### config.mk
export PLATFORM = sky130hd
export DESIGN_NAME = game_mode_ctrl
export DESIGN_NICKNAME = d
export VERILOG_FILES = /design/src/rtl/game_defs.sv /design/src/rtl/btn_debounce.sv /design/src/rtl/game_mode_ctrl.sv
export SDC_FILE = /design/constraint.sdc
export NUM_CORES = 1
export LEC_CHECK = 0
export BUFFER_PORTS_ARGS = -buffer_cell sky130_fd_sc_hd__buf_2
export CAP_MARGIN = 5
export CORE_MARGIN = 1
export CORE_UTILIZATION = 25
export CTS_BUF_LIST = sky130_fd_sc_hd__clkbuf_4
export DETAILED_ROUTE_END_ITERATION = 8
export PLACE_DENSITY_LB_ADDON = 0.12
export SLEW_MARGIN = 20
export SYNTH_ARGS = -nofsm -noshare
export SYNTH_HDL_FRONTEND = slang
export SYNTH_SLANG_ARGS = --single-unit
### constraint.sdc
create_clock -name clk -period 5.6 [get_ports clk]
set_input_delay 0.56 -clock clk [delete_from_list [all_inputs] [get_ports clk]]
set_output_delay 0.56 -clock clk [all_outputs]
set_load 0.01 [all_outputs]
### src/rtl/game_defs.sv
// Shared screen/mode definitions for the game controller
// and the background renderer that consumes mode.
package game_defs;

  localparam logic [2:0] MODE_START = 3'd0;
  localparam logic [2:0] MODE_PLAY1 = 3'd1;
  localparam logic [2:0] MODE_PLAY2 = 3'd2;
  localparam logic [2:0] MODE_OVER  = 3'd3;

  typedef enum logic [1:0] {
    S_START = 2'd0,
    S_PLAY1 = 2'd1,
    S_PLAY2 = 2'd2,
    S_OVER  = 2'd3
  } state_e;

endpackage

### src/rtl/btn_debounce.sv
// Button conditioner: 2-flop synchroniser, stability
// counter and rising-edge press pulse.
module btn_debounce #(
  parameter int unsigned CYC = 250000
) (
  input  logic clk,
  input  logic rst_n,
  input  logic btn_raw_i,
  output logic press_o
);

  localparam int unsigned CW = (CYC > 1) ? $clog2(CYC) : 1;
  localparam logic [CW-1:0] CNT_MAX = CW'(CYC - 1);

  logic          s1_q;
  logic          s2_q;
  logic          deb_q;
  logic          press_q;
  logic [CW-1:0] cnt_q;

  // bring the raw button into the clk domain
  always_ff @(posedge clk or negedge rst_n) begin
    if (!rst_n) begin
      s1_q <= 1'b0;
      s2_q <= 1'b0;
    end else begin
      s1_q <= btn_raw_i;
      s2_q <= s1_q;
    end
  end

  // level flips after CYC straight cycles of disagreement;
  // the press pulse fires on the cycle it flips to 1
  always_ff @(posedge clk or negedge rst_n) begin
    if (!rst_n) begin
      deb_q   <= 1'b0;
      press_q <= 1'b0;
      cnt_q   <= '0;
    end else begin
      press_q <= 1'b0;
      if (s2_q == deb_q) begin
        cnt_q <= '0;
      end else if (cnt_q == CNT_MAX) begin
        deb_q   <= s2_q;
        press_q <= s2_q;
        cnt_q   <= '0;
      end else begin
        cnt_q <= cnt_q + CW'(1);
      end
    end
  end

  assign press_o = press_q;

endmodule

### src/rtl/game_mode_ctrl.sv
// Screen sequencer: start menu, one/two-player game,
// and a timed game-over screen.
module game_mode_ctrl
  import game_defs::*;
#(
  parameter int unsigned DEBOUNCE_CYC  = 250000,
  parameter int unsigned OVER_HOLD_CYC = 75000000
) (
  input  logic       clk,
  input  logic       rst_n,
  input  logic       btn_sel_raw,
  input  logic       btn_start_raw,
  input  logic       player_dead,
  output logic [2:0] mode,
  output logic       btn_mode_sel,
  output logic       game_init
);

  localparam int unsigned HW =
    (OVER_HOLD_CYC > 1) ? $clog2(OVER_HOLD_CYC) : 1;
  localparam logic [HW-1:0] HOLD_MAX = HW'(OVER_HOLD_CYC - 1);

  state_e        state_q;
  logic [2:0]    mode_q;
  logic          cur_q;
  logic          init_q;
  logic [HW-1:0] hold_q;
  logic          sel_press;
  logic          start_press;

  btn_debounce #(
    .CYC(DEBOUNCE_CYC)
  ) u_sel (
    .clk       (clk),
    .rst_n     (rst_n),
    .btn_raw_i (btn_sel_raw),
    .press_o   (sel_press)
  );

  btn_debounce #(
    .CYC(DEBOUNCE_CYC)
  ) u_start (
    .clk       (clk),
    .rst_n     (rst_n),
    .btn_raw_i (btn_start_raw),
    .press_o   (start_press)
  );

  // screen FSM; mode, cursor and init pulse move with the state
  always_ff @(posedge clk or negedge rst_n) begin
    if (!rst_n) begin
      state_q <= S_START;
      mode_q  <= MODE_START;
      cur_q   <= 1'b1;
      init_q  <= 1'b0;
      hold_q  <= '0;
    end else begin
      init_q <= 1'b0;
      unique case (state_q)
        S_START: begin
          if (start_press) begin
            state_q <= cur_q ? S_PLAY1 : S_PLAY2;
            mode_q  <= cur_q ? MODE_PLAY1 : MODE_PLAY2;
            init_q  <= 1'b1;
          end else if (sel_press) begin
            cur_q <= ~cur_q;
          end
        end
        S_PLAY1, S_PLAY2: begin
          if (player_dead) begin
            state_q <= S_OVER;
            mode_q  <= MODE_OVER;
            hold_q  <= '0;
          end
        end
        S_OVER: begin
          if (start_press || hold_q == HOLD_MAX) begin
            state_q <= S_START;
            mode_q  <= MODE_START;
            cur_q   <= 1'b1;
            hold_q  <= '0;
          end else begin
            hold_q <= hold_q + HW'(1);
          end
        end
        default: begin
          state_q <= S_START;
          mode_q  <= MODE_START;
          cur_q   <= 1'b1;
          hold_q  <= '0;
        end
      endcase
    end
  end

  assign mode         = mode_q;
  assign btn_mode_sel = cur_q;
  assign game_init    = init_q;

endmodule

; ---- Word level (Yosys, flattened, before mapping)
; Index checks and enable logic that the tools add are counted.
[op_classes]
addsub = 3
n_eq_ne = 13
mux = 27
bitwise_logic = 3
n_reduce_logical = 10
[ops]
columns = op, n
row1 = $mux W18, 4
row2 = $mux W27, 2
row3 = $pmux W27 S2, 1
row4 = $add A18 B1 Y18 const B, 2
row5 = $eq A18 B18 Y1 const B, 2
row6 = $add A27 B1 Y27 const B, 1
row7 = $eq A27 B27 Y1 const B, 1
row8 = $mux W2, 5
row9 = $mux W1, 9
row10 = $mux W3, 3
row11 = $pmux W3 S3, 1
row12 = $ne A2 B2 Y1 const B, 3
row13 = $pmux W2 S3, 1
row14 = $reduce_and A2 Y1, 3
row15 = $eq A2 B2 Y1 const B, 2
row16 = $ne A2 B1 Y1 const B, 2
row17 = $reduce_and A4 Y1, 1
row18 = $reduce_bool A2 Y1, 2
row19 = $not A1 Y1, 3
row20 = $reduce_and A3 Y1, 1
row21 = $eq A1 B1 Y1, 2
row22 = $eq A2 B1 Y1 const B, 1
row23 = $logic_not A2 Y1, 1
row24 = $pmux W1 S2, 1
row25 = 2 further kinds, 2
[word_totals]
regBits = 78
output_inout_bits = 5
elab_cells = 71

; ---- Depth between registers and ports, before layout
; Gate-level depths: netlist (run 1).
[logic_depth]
ltp_word = 4
ltp_mapped = 7
mapped_depth_nobuf = 7

; ---- Modules after synthesis
; A second synthesis (run 1) with hierarchy kept.
[unflattened]
cells_unflattened = 389
hier_area_um2 = 3878.7
[modules_own_cells]
columns = mod, instances, cells_each, area_per_inst_um2, seq_area_each_um2
row1 = btn_debounce, 2, 100, 1059.8, 550.5
row2 = game_mode_ctrl, 1, 189, 1759.2, 777.0

; ---- Worst setup path before layout (run 1)
; No wires, ideal clock.
[synth_timing]
path_kind = reg-to-reg
start = reg, netlist name mode[0]
end = reg hold_q[26]
arrival_ns = 2.029
t_required_ns = 5.522
path_slack_ns = 3.494
stages_incl_launch_ff = 8
n_path_buf = 0
period_less_slack_ns = 2.106
path_cell_list = dfrtp_1 inv_1 ha_1 mux2i_2 nor3_4 nand3_2 or3_1 a21oi_1
[synth_lines]
columns = item, line
row1 = "end signal, assigned", game_mode_ctrl.sv:83  ; hold_q <= hold_q + HW'(1);
row2 = "end, declared", game_mode_ctrl.sv:27  ; logic [HW-1:0] hold_q;

; ---- Worst setup path in the final report (run 1)
[layout_timing]
start = reg hold_q[17]
end = reg hold_q[21]
[layout_via]
elab_chain_len = 4
elab_cells_between_ends = 5
classes_between = add/sub (1) / eq/ne (1) / mux (2) / reduce/logical (1)
[layout_lines]
columns = item, line
row1 = branches (longest 2 deep; another with $add A27 B1 Y27), n/a
row2 = $mux W27 (*), game_mode_ctrl.sv:77  ; if (start_press || hold_q == HOLD_MAX) begin
row3 = $pmux W27 S2 (*), game_mode_ctrl.sv:59  ; unique case (state_q)
; Every way passes the cells marked *.
; A chain may end at the register's enable or synchronous reset.

==> reports/metrics.cfg, run 1 <==
[critical_path]
crit_path_max_incr_delay_ps = 770
cp.required_ps = 5880
crit_path_end_kind = register
cp_slowest_cell = nor2_2
cp_cell_sequence = or4_1 -> nor4_4 -> a211oi_2 -> nor2_2 -> nor2_1
start_kind = register
worst-endpoint-arrival_ps = 2740
path_class = register to register
path_max_fanout = 23

[run]
max_cap_viol_count = 0

[floorplanning]
rows = 44
die_x_um = 124
die_y_um = 124
start_util = 0.256
design.core.area_um2 = 14500
pin_count = 10
dieArea_um2 = 15300

[logic_synthesis]
synth_fp_nets = 382
async_flop_share = 1.00
synth_top_area_frac = 0.499
synth_top_flop_cell = dfrtp_1
ys_ff_latch = 75
synth_top_area_cell = dfrtp_1
synthesis.area_um2 = 3710
yosys_warnings = 0
syn_inst = 371
avgSynthCellArea_um2 = 10.0
ys_types = 45
ys_seq_area_frac = 0.506
synth_edf_count = 0
yosys-top-cells-area = dfrtp_1, xor2_1, nor2_1, xnor2_1, nand2_1

[place]
hpwl_mm = 5.08
gp_congestion = 0.743
port_buffers = 8

[grt]
grt_overflow = 0
grt_pass1_wl_mm = 13.0
grt_max_degree = 55
grt_pass1_vias = 2599
antenna_found_initial = 0
grt_use_total = 0.113

[sta]
fin_crit_sh = 0.440
worst_pin_slew_ps = 961
layout_min_cycle_time_ps = 2470
grt_setup_unrepaired = false
holdWs_ps = 222
maxSlewHeadroom = 0.359
setup_violations = 0
finalClockSkew_ps = 15.3
slew_violations = 0
fmax_ghz = 0.406
final_hold_viol_count = 0
final.setup.tns_ps = 0

[clock_network]
cts_buffer_depth = 2
cts_tree = yes
clkSinkCount = 75
htreeDepth = 3
clk_pin_slew_ps = 120
cts_setup_buffers = 0
worstSkewPairLatency_ps = 440
cts_buffers = 9
clock-root-buffer = clkbuf_4

[drt]
vias = 2604
firstDrtPassIters = 4
routedWlPerCell_um = 13.2
routed_wirelength_mm = 7.57
ant_nets = 0
drt_iter0_drc = 149
drc = 0
vias_per_cell = 4.54

[power_and_ir_drop]
leakage_uw = 0.00176
powerDensity_nw_per_um2 = 287
irDropWorstVdd_mv = 0.118

[final_layout]
seqCellArea_um2 = 1880
n_fill_cell = 1550
fin_nets = 395
final_cell_mix = dfrtp_1, nor2_1, xor2_1
final_common_cell = dfrtp_1
drive_above_1_share = 0.0902
area_growth_pct = 10.2
multiInputGateArea_um2 = 1760

[status]
status = completed

[hold_path]
min_path_type = primary input to register

-- power breakdown --
part / internal [uW] / total (uW) / switching [uW]
Combinational: 88.0 / 270 / 182
Clock: 130 / 322 / 191
Sequential: 561 / 581 / 19.6
-- final timing paths --
kind                         startpoint           end  slack, ps  cells past startpoint
max                          hold_q[17]    hold_q[21]       3130                      5
min                         btn_sel_raw    u_sel.s1_q        220                      1
max reg2reg                  hold_q[17]    hold_q[21]       3130                      5
min reg2reg                u_start.s1_q  u_start.s2_q        360                      0
max in group asynchronous         rst_n    hold_q[21]       4040                      3
min in group asynchronous         rst_n     hold_q[2]        540                      2
-- synthesized netlist by cell type (2+ instances only) --
cell type / count
a21o_1: 2
a21oi_1: 4
and2_1: 2
and3_1: 13
and4_1: 6
buf_4: 3
clkbuf_1: 4
dfrtp_1: 74
ha_1: 6
inv_1: 9
mux2_2: 3
nand2_1: 31
nand2b_1: 3
nand3_1: 23
nand4_1: 14
nor2_1: 66
nor3_1: 7
nor3_4: 2
nor3b_1: 3
nor4_1: 3
nor4b_1: 6
o21ai_0: 7
or3_1: 6
xnor2_1: 21
xor2_1: 33
-- flip-flops by register name, summed over array words and instances, names as in the netlist --
register,cells
u_start.s2_q,1
u_sel.cnt_q,18
u_start.cnt_q,18
mode,2
u_start.deb_q,1
u_start.press_o,1
u_sel.s2_q,1
btn_mode_sel,1
hold_q,27
u_sel.press_o,1
u_sel.deb_q,1
u_start.s1_q,1
game_init,1
u_sel.s1_q,1
-- layout make-up --
type                            count  area share
Tap cell                          184      0.0563
Sequential cell                    75       0.460
Inverter                            9     0.00827
Multi-Input combinational cell    279       0.430
Clock inverter                      6      0.0141
Antenna cell                        1    0.000612
Timing Repair Buffer               10      0.0147
Clock buffer                        9      0.0165
-- layer usage --
layer	part of all wire	track usage
met3	0.033	0.0426
met1	0.50	0.145
met4	0.0099	0.0361
met2	0.46	0.174
met5	0	0
-- metrics by stage --
step | utilization | setup WS (ps) | instance area [um^2] | power (uW) | cells
after floorplan | - | 3490 | 3710 | 800 | 371
final | 0.282 | 3130 | 4090 | 1170 | 573
after CTS | 0.282 | 3080 | 4080 | 1210 | 572
after global routing | 0.282 | 2950 | 4080 | 1260 | 572
after global placement | 0.273 | 3150 | 3950 | 869 | 556
after detailed placement | 0.273 | 3100 | 3950 | 866 | 556
-- kinds of logic (layout without fill, tap and decap cells) --
kind of cell / count (synthesis) / in the layout / share of synthesized area
mux: 4 / 4 / 0.0128
compound gates: 21 / 21 / 0.0381
simple gates: 193 / 193 / 0.274
other cells: 1 / 2 / 0.00101
xor+xnor: 54 / 54 / 0.127
buf+inv: 17 / 34 / 0.0202
fa+ha+maj: 6 / 6 / 0.0202
flops: 75 / 75 / 0.506
-- critical path: cells and delay by family (launching register included) --
kind	cells	cell delay [ps]
AOI/OAI and AO/OA	1	170
DFF	1	430
and+or+nand+nor	4	1700
-- timing repair --
action	in CTS	in global routing
resized for setup	0	0
hold buffers	1	0
endpoints found under the hold margin	21	0
(Power assumes the default switching activity.)
==> run 2, diff against run 1 <==
clock period = 2.4 ns   (was 5.6 ns; I/O delays follow)
==> run 2 against run 1 <==
Register-to-register slack lost 2900 ps; final area grew 2.5%; setup slack lost 2900 ps; utilization grew 0.72 points; flip-flop and latch count is the same; critical endpoint is now hold_q[25].
==> reports/metrics.cfg, run 2 (same netlist as run 1, synthesis figures left out) <==
[status]
status = completed  ; unchanged

[critical_path]
r2r_start = mode[1]  ; was hold_q[17]
r2r_cells = 7  ; was 5
r2r_end = hold_q[25]  ; was hold_q[21]
path_delay_family = simple AND/OR/NAND/NOR gates  ; unchanged
crit_buf_inv = 1  ; was 0
cp.required_ps = 2780  ; was 5880 ps
cp_cell_sequence = inv_1 -> ha_1 -> mux2i_2 -> nor3_4 -> nand3_1 -> or3_1 -> a21oi_1  ; was or4_1 -> nor4_4 -> a211oi_2 -> nor2_2 -> nor2_1
path_max_fanout = 10  ; was 23
worst-endpoint-arrival_ps = 2570  ; was 2740 ps
crit_path_end_kind = register  ; unchanged
r2r_slack_ps = 210  ; was 3130 ps
crit_path_max_incr_delay_ps = 400  ; was 770 ps
path_class = register to register  ; unchanged
cp_slowest_cell = dfrtp_1  ; was nor2_2
start_kind = register  ; unchanged

[floorplanning]
pin_count = 10  ; unchanged
die_y_um = 124  ; unchanged
design.core.area_um2 = 14500  ; unchanged
start_util = 0.256  ; unchanged
die_x_um = 124  ; unchanged
dieArea_um2 = 15300  ; unchanged
rows = 44  ; unchanged

[final_layout]
reg_top3 = hold_q (27), u_sel.cnt_q (18), u_start.cnt_q (18)  ; unchanged
final_common_cell = dfrtp_1  ; unchanged
final_cell_mix = dfrtp_1, nor2_1, xor2_1  ; unchanged
area_growth_pct = 13.0  ; was 10.2%
largest_register_ffs = 27  ; unchanged
multiInputGateArea_um2 = 1760  ; unchanged
seqCellArea_um2 = 1880  ; unchanged
drive_above_1_share = 0.113  ; was 0.0902
fin_nets = 406  ; was 395
n_fill_cell = 1558  ; was 1550
regMostFlops = hold_q  ; unchanged

[place]
port_buffers = 8  ; unchanged
gp_congestion = 0.754  ; was 0.743
hpwl_mm = 5.10  ; was 5.08 mm

[clock_network]
clkSinkCount = 75  ; unchanged
cts_buffer_depth = 2  ; unchanged
cts_tree = yes  ; unchanged
clk_pin_slew_ps = 120  ; about the same
worstSkewPairLatency_ps = 450  ; was 440 ps
cts_setup_buffers = 0  ; unchanged
clock-root-buffer = clkbuf_4  ; unchanged
htreeDepth = 3  ; unchanged
cts_buffers = 9  ; unchanged

[grt]
grt_pass1_vias = 2610  ; was 2599
grt_use_total = 0.117  ; was 0.113
grt_overflow = 0  ; unchanged
grt_max_degree = 48  ; was 55
grt_pass1_wl_mm = 13.3  ; was 13.0 mm
antenna_found_initial = 0  ; unchanged

[drt]
routedWlPerCell_um = 13.1  ; was 13.2 um
routed_wirelength_mm = 7.64  ; was 7.57 mm
vias = 2628  ; was 2604
met3_length_um = 252  ; unchanged
firstDrtPassIters = 4  ; unchanged
highest-signal-layer = met4  ; unchanged
wl_met1_mm = 3.77  ; was 3.76 mm
ant_nets = 0  ; unchanged
drc = 0  ; unchanged
drt_iter0_drc = 119  ; was 149
vias_per_cell = 4.49  ; was 4.54
wl_met2_mm = 3.51  ; was 3.48 mm

[hold_path]
whs_path_depth = 4  ; was 1
min_path_type = primary input to register  ; unchanged
hold_end = hold_q[1]  ; was u_sel.s1_q
hold_start = player_dead  ; was btn_sel_raw

[sta]
worst_pin_slew_ps = 641  ; was 961 ps
finalClockSkew_ps = 17.0  ; was 15.3 ps
maxSlewHeadroom = 0.569  ; was 0.359
holdWs_ps = 263  ; was 222 ps
final.setup.tns_ps = 0  ; unchanged
grt_setup_unrepaired = false  ; unchanged
final_hold_viol_count = 0  ; unchanged
layout_min_cycle_time_ps = 2190  ; was 2470 ps
fin_crit_sh = 0.913  ; was 0.440
setup_violations = 0  ; unchanged
slew_violations = 0  ; unchanged
fmax_ghz = 0.457  ; was 0.406 GHz

[power_and_ir_drop]
switching_share = 0.329  ; was 0.335
powerDensity_nw_per_um2 = 682  ; was 287 nW/um^2
leakage_uw = 0.00182  ; was 0.00176 uW
p_clk_frac = 0.282  ; was 0.274
combPwrFrac = 0.247  ; was 0.231
p_sw_uw = 940  ; was 393 uW
seq_power_share = 0.471  ; was 0.495
p_int_uw = 1920  ; was 780 uW
irDropWorstVdd_mv = 0.231  ; was 0.118 mV

[run]
max_cap_viol_count = 0  ; unchanged

-- run 2: through the flow --
step	utilization	instances	cell area (um^2)	total power, uW	setup slack (ps)
2_1_floorplan	-	371	3710	1870	294
3_3_place_gp	0.277	565	4020	2080	214
3_5_place_dp	0.277	565	4020	2080	146
4_1_cts	0.289	584	4190	2940	131
5_1_grt	0.289	584	4190	3070	27.1
6_report	0.289	585	4190	2860	210
-- run 2: worst max path at each step --
stage	cells after the start	start	slack, ps	to
4_1_cts	7	mode[1]	130	hold_q[25]
3_3_place_gp	7	mode[1]	210	hold_q[25]
5_1_grt	7	mode[1]	30	hold_q[25]
2_1_floorplan	7	mode[0]	290	hold_q[26]
3_5_place_dp	7	mode[1]	150	hold_q[25]
6_report	7	mode[1]	210	hold_q[25]
-- run 2: final cells by class --
class / count / area share
Antenna cell: 1 / 0.000597
Clock buffer: 12 / 0.0215
Clock inverter: 4 / 0.0122
Inverter: 9 / 0.00806
Multi-Input combinational cell: 279 / 0.419
Sequential cell: 75 / 0.448
Tap cell: 184 / 0.0549
Timing Repair Buffer: 21 / 0.0352
-- run 2: repair_timing --
action / CTS / global route
endpoints found under the hold margin: 45 / 0
setup endpoints to repair: 0 / 1
gates resized for setup: 0 / 0
hold buffers: 3 / 0
-- run 2: worst register-to-register path: stages, from the launching register on --
cell and delay (ps):
dfrtp_1 400, inv_1 90, ha_1 360, mux2i_2 280, nor3_4 400, nand3_1 140
or3_1 320, a21oi_1 140
-- run 2: routing by layer --
| metal | vias up | global-route usage |
|---|---|---|
| met2 | 27 | 0.177 |
| met3 | 7 | 0.0440 |
| met4 | 0 | 0.0407 |
| met1 | 1269 | 0.150 |
| met5 | - | 0 |
| li1 | 1325 | - |
-- run 2: power groups by stage --
stage	Clock, uW	Combinational [uW]	Sequential, uW
global placement	0	713	1370
floorplan	0	489	1380
detailed placement	0	708	1370
global route	925	794	1350
finish	806	707	1350
CTS	871	718	1350
==> run 3, diff against run 2 <==
RECOVER_POWER = 100   (was default)
==> run 3 against run 2 <==
Sequential power barely moved; routed wire length fell by 0.27%; setup slack got worse by 7.4 ps; first-iteration DRC count rose by 13%; hold slack barely moved; power fell by 1.3%; combinational power fell by 5.1%; cell count did not move; flip-flop and latch count did not move; die area did not move.
==> reports/metrics.cfg, run 3 (same netlist as run 1, synthesis figures left out) <==
[status]
status = completed  ; unchanged

[power_and_ir_drop]
switching_share = 0.331  ; was 0.329
p_clk_frac = 0.285  ; was 0.282
seq_power_share = 0.477  ; was 0.471
leakage_uw = 0.00179  ; was 0.00182 uW
irDropWorstVdd_mv = 0.232  ; was 0.231 mV
powerDensity_nw_per_um2 = 680  ; was 682 nW/um^2
p_int_uw = 1890  ; was 1920 uW
power_uw = 2820  ; was 2860 uW
p_sw_uw = 936  ; was 940 uW
combPwrFrac = 0.238  ; was 0.247

[grt]
grt_pass1_vias = 2610  ; unchanged
gr-usage-met3 = 0.0440  ; unchanged
grt_busiest_layer = met2  ; unchanged
gr-usage-met2 = 0.177  ; unchanged
antenna_found_initial = 0  ; unchanged
grt_pass1_wl_mm = 13.3  ; unchanged
grt_use_total = 0.117  ; unchanged
grt_overflow = 0  ; unchanged
grtUsageMet1 = 0.150  ; unchanged
grt_max_degree = 48  ; unchanged

[hold_path]
min_path_type = primary input to register  ; unchanged
hold_start = player_dead  ; unchanged
whs_path_depth = 4  ; unchanged
hold_end = hold_q[1]  ; unchanged

[clock_network]
cts_buffers = 9  ; unchanged
clk_pin_slew_ps = 110  ; was 120 ps
clkSinkCount = 75  ; unchanged
cts_buffer_depth = 2  ; unchanged
htreeDepth = 3  ; unchanged
clock-root-buffer = clkbuf_4  ; unchanged
cts_tree = yes  ; unchanged
worstSkewPairLatency_ps = 450  ; about the same

[drt]
drc = 0  ; unchanged
routed_wirelength_mm = 7.62  ; was 7.64 mm
routedWlPerCell_um = 13.0  ; was 13.1 um
vias_per_cell = 4.49  ; about the same
firstDrtPassIters = 4  ; unchanged
drt_iter0_drc = 134  ; was 119
ant_nets = 0  ; unchanged
vias = 2624  ; was 2628

[critical_path]
r2r_cells = 7  ; unchanged
crit_path_end_kind = register  ; unchanged
r2r_slack_ps = 200  ; was 210 ps
path_class = register to register  ; unchanged
path_max_fanout = 10  ; unchanged
r2r_start = mode[1]  ; unchanged
worst-endpoint-arrival_ps = 2570  ; about the same
r2r_end = hold_q[25]  ; unchanged
start_kind = register  ; unchanged
cp.required_ps = 2770  ; was 2780 ps

[place]
port_buffers = 8  ; unchanged
hpwl_mm = 5.10  ; unchanged
post-place-ws_ps = 146  ; unchanged
dpl_cell_area_um2 = 4020  ; unchanged
gp_congestion = 0.754  ; unchanged

[sta]
maxSlewHeadroom = 0.162  ; was 0.569
fin_crit_sh = 0.916  ; was 0.913
finalClockSkew_ps = 17.3  ; was 17.0 ps
grt_setup_unrepaired = false  ; unchanged
final_hold_viol_count = 0  ; unchanged
layout_min_cycle_time_ps = 2200  ; was 2190 ps
final.setup.tns_ps = 0  ; unchanged
fmax_ghz = 0.455  ; was 0.457 GHz
worst_slack_ps = 202  ; was 210 ps
slew_violations = 0  ; unchanged
worst_pin_slew_ps = 1260  ; was 641 ps
setup_violations = 0  ; unchanged

[final_layout]
design_area_um2 = 4150  ; was 4190 um^2
regMostFlops = hold_q  ; unchanged
largest_register_ffs = 27  ; unchanged
drive_above_1_share = 0.0900  ; was 0.113
fin_nets = 406  ; unchanged
area_growth_pct = 11.9  ; was 13.0%
reg_top3 = hold_q (27), u_sel.cnt_q (18), u_start.cnt_q (18)  ; unchanged
final_cell_mix = dfrtp_1, nor2_1, xor2_1  ; unchanged
final_common_cell = dfrtp_1  ; unchanged

[floorplanning]
start_util = 0.256  ; unchanged
rows = 44  ; unchanged
die_x_um = 124  ; unchanged
pin_count = 10  ; unchanged
die_y_um = 124  ; unchanged
design.core.area_um2 = 14500  ; unchanged
dieArea_um2 = 15300  ; unchanged

[run]
max_cap_viol_count = 0  ; unchanged

## run 3: cell count changes in the layout (fill, tap and decap cells not counted), sizes merged
| cell | change |
|---|---|
| buf | -12 |
| clkbuf | +12 |
## run 3: power groups by stage
stage | clock, uW | combinational, uW | sequential, uW
after floorplan | 0 | 489 | 1380
after global placement | 0 | 713 | 1370
after detailed placement | 0 | 708 | 1370
after CTS | 871 | 718 | 1350
after global routing | 925 | 759 | 1350
final | 806 | 671 | 1350
## run 3: routing by layer
metal	routed length, um	share of wire
met3	251	0.033
met4	114	0.015
met2	3490	0.46
met1	3760	0.49
met5	0	0
## run 3: worst max-delay path by stage
stage | from | end | slack, ps
3_3_place_gp | mode[1] | hold_q[25] | 210
4_1_cts | mode[1] | hold_q[25] | 130
6_report | mode[1] | hold_q[25] | 200
3_5_place_dp | mode[1] | hold_q[25] | 150
2_1_floorplan | mode[0] | hold_q[26] | 290
5_1_grt | mode[1] | hold_q[25] | 30
## run 3: final cells by class
type | instances | area (um^2)
repair buffers | 21 | 114
diodes | 1 | 2.50
well taps | 184 | 230
clock inverters | 4 | 51.3
fillers | 1565 | 10300
flip-flops and latches | 75 | 1880
multi-input cells | 279 | 1750
clock buffers | 12 | 90.1
inverters | 9 | 33.8
## run 3: worst max-delay path, cell delays in order, from the launching register on
cell	delay, ps
dfrtp_1	400
inv_1	90
ha_1	360
mux2i_2	280
nor3_4	400
nand3_1	140
or3_1	320
a21oi_1	140
## run 3: stage by stage
stage | hold slack [ps] | util | instances
after floorplan | -55.6 | - | 371
after global placement | 320 | 0.277 | 565
after detailed placement | 327 | 0.277 | 565
after CTS | 220 | 0.289 | 584
after global routing | 236 | 0.287 | 584
final | 263 | 0.287 | 585
## run 3: what timing repair did
| item | 4_1_cts | 5_1_grt |
|---|---|---|
| resized for setup | 0 | 0 |
| hold buffers | 3 | 0 |
| endpoints found under the hold margin | 45 | 0 |
| setup endpoints to repair | 0 | 1 |
| buffers inserted | 0 | 0 |
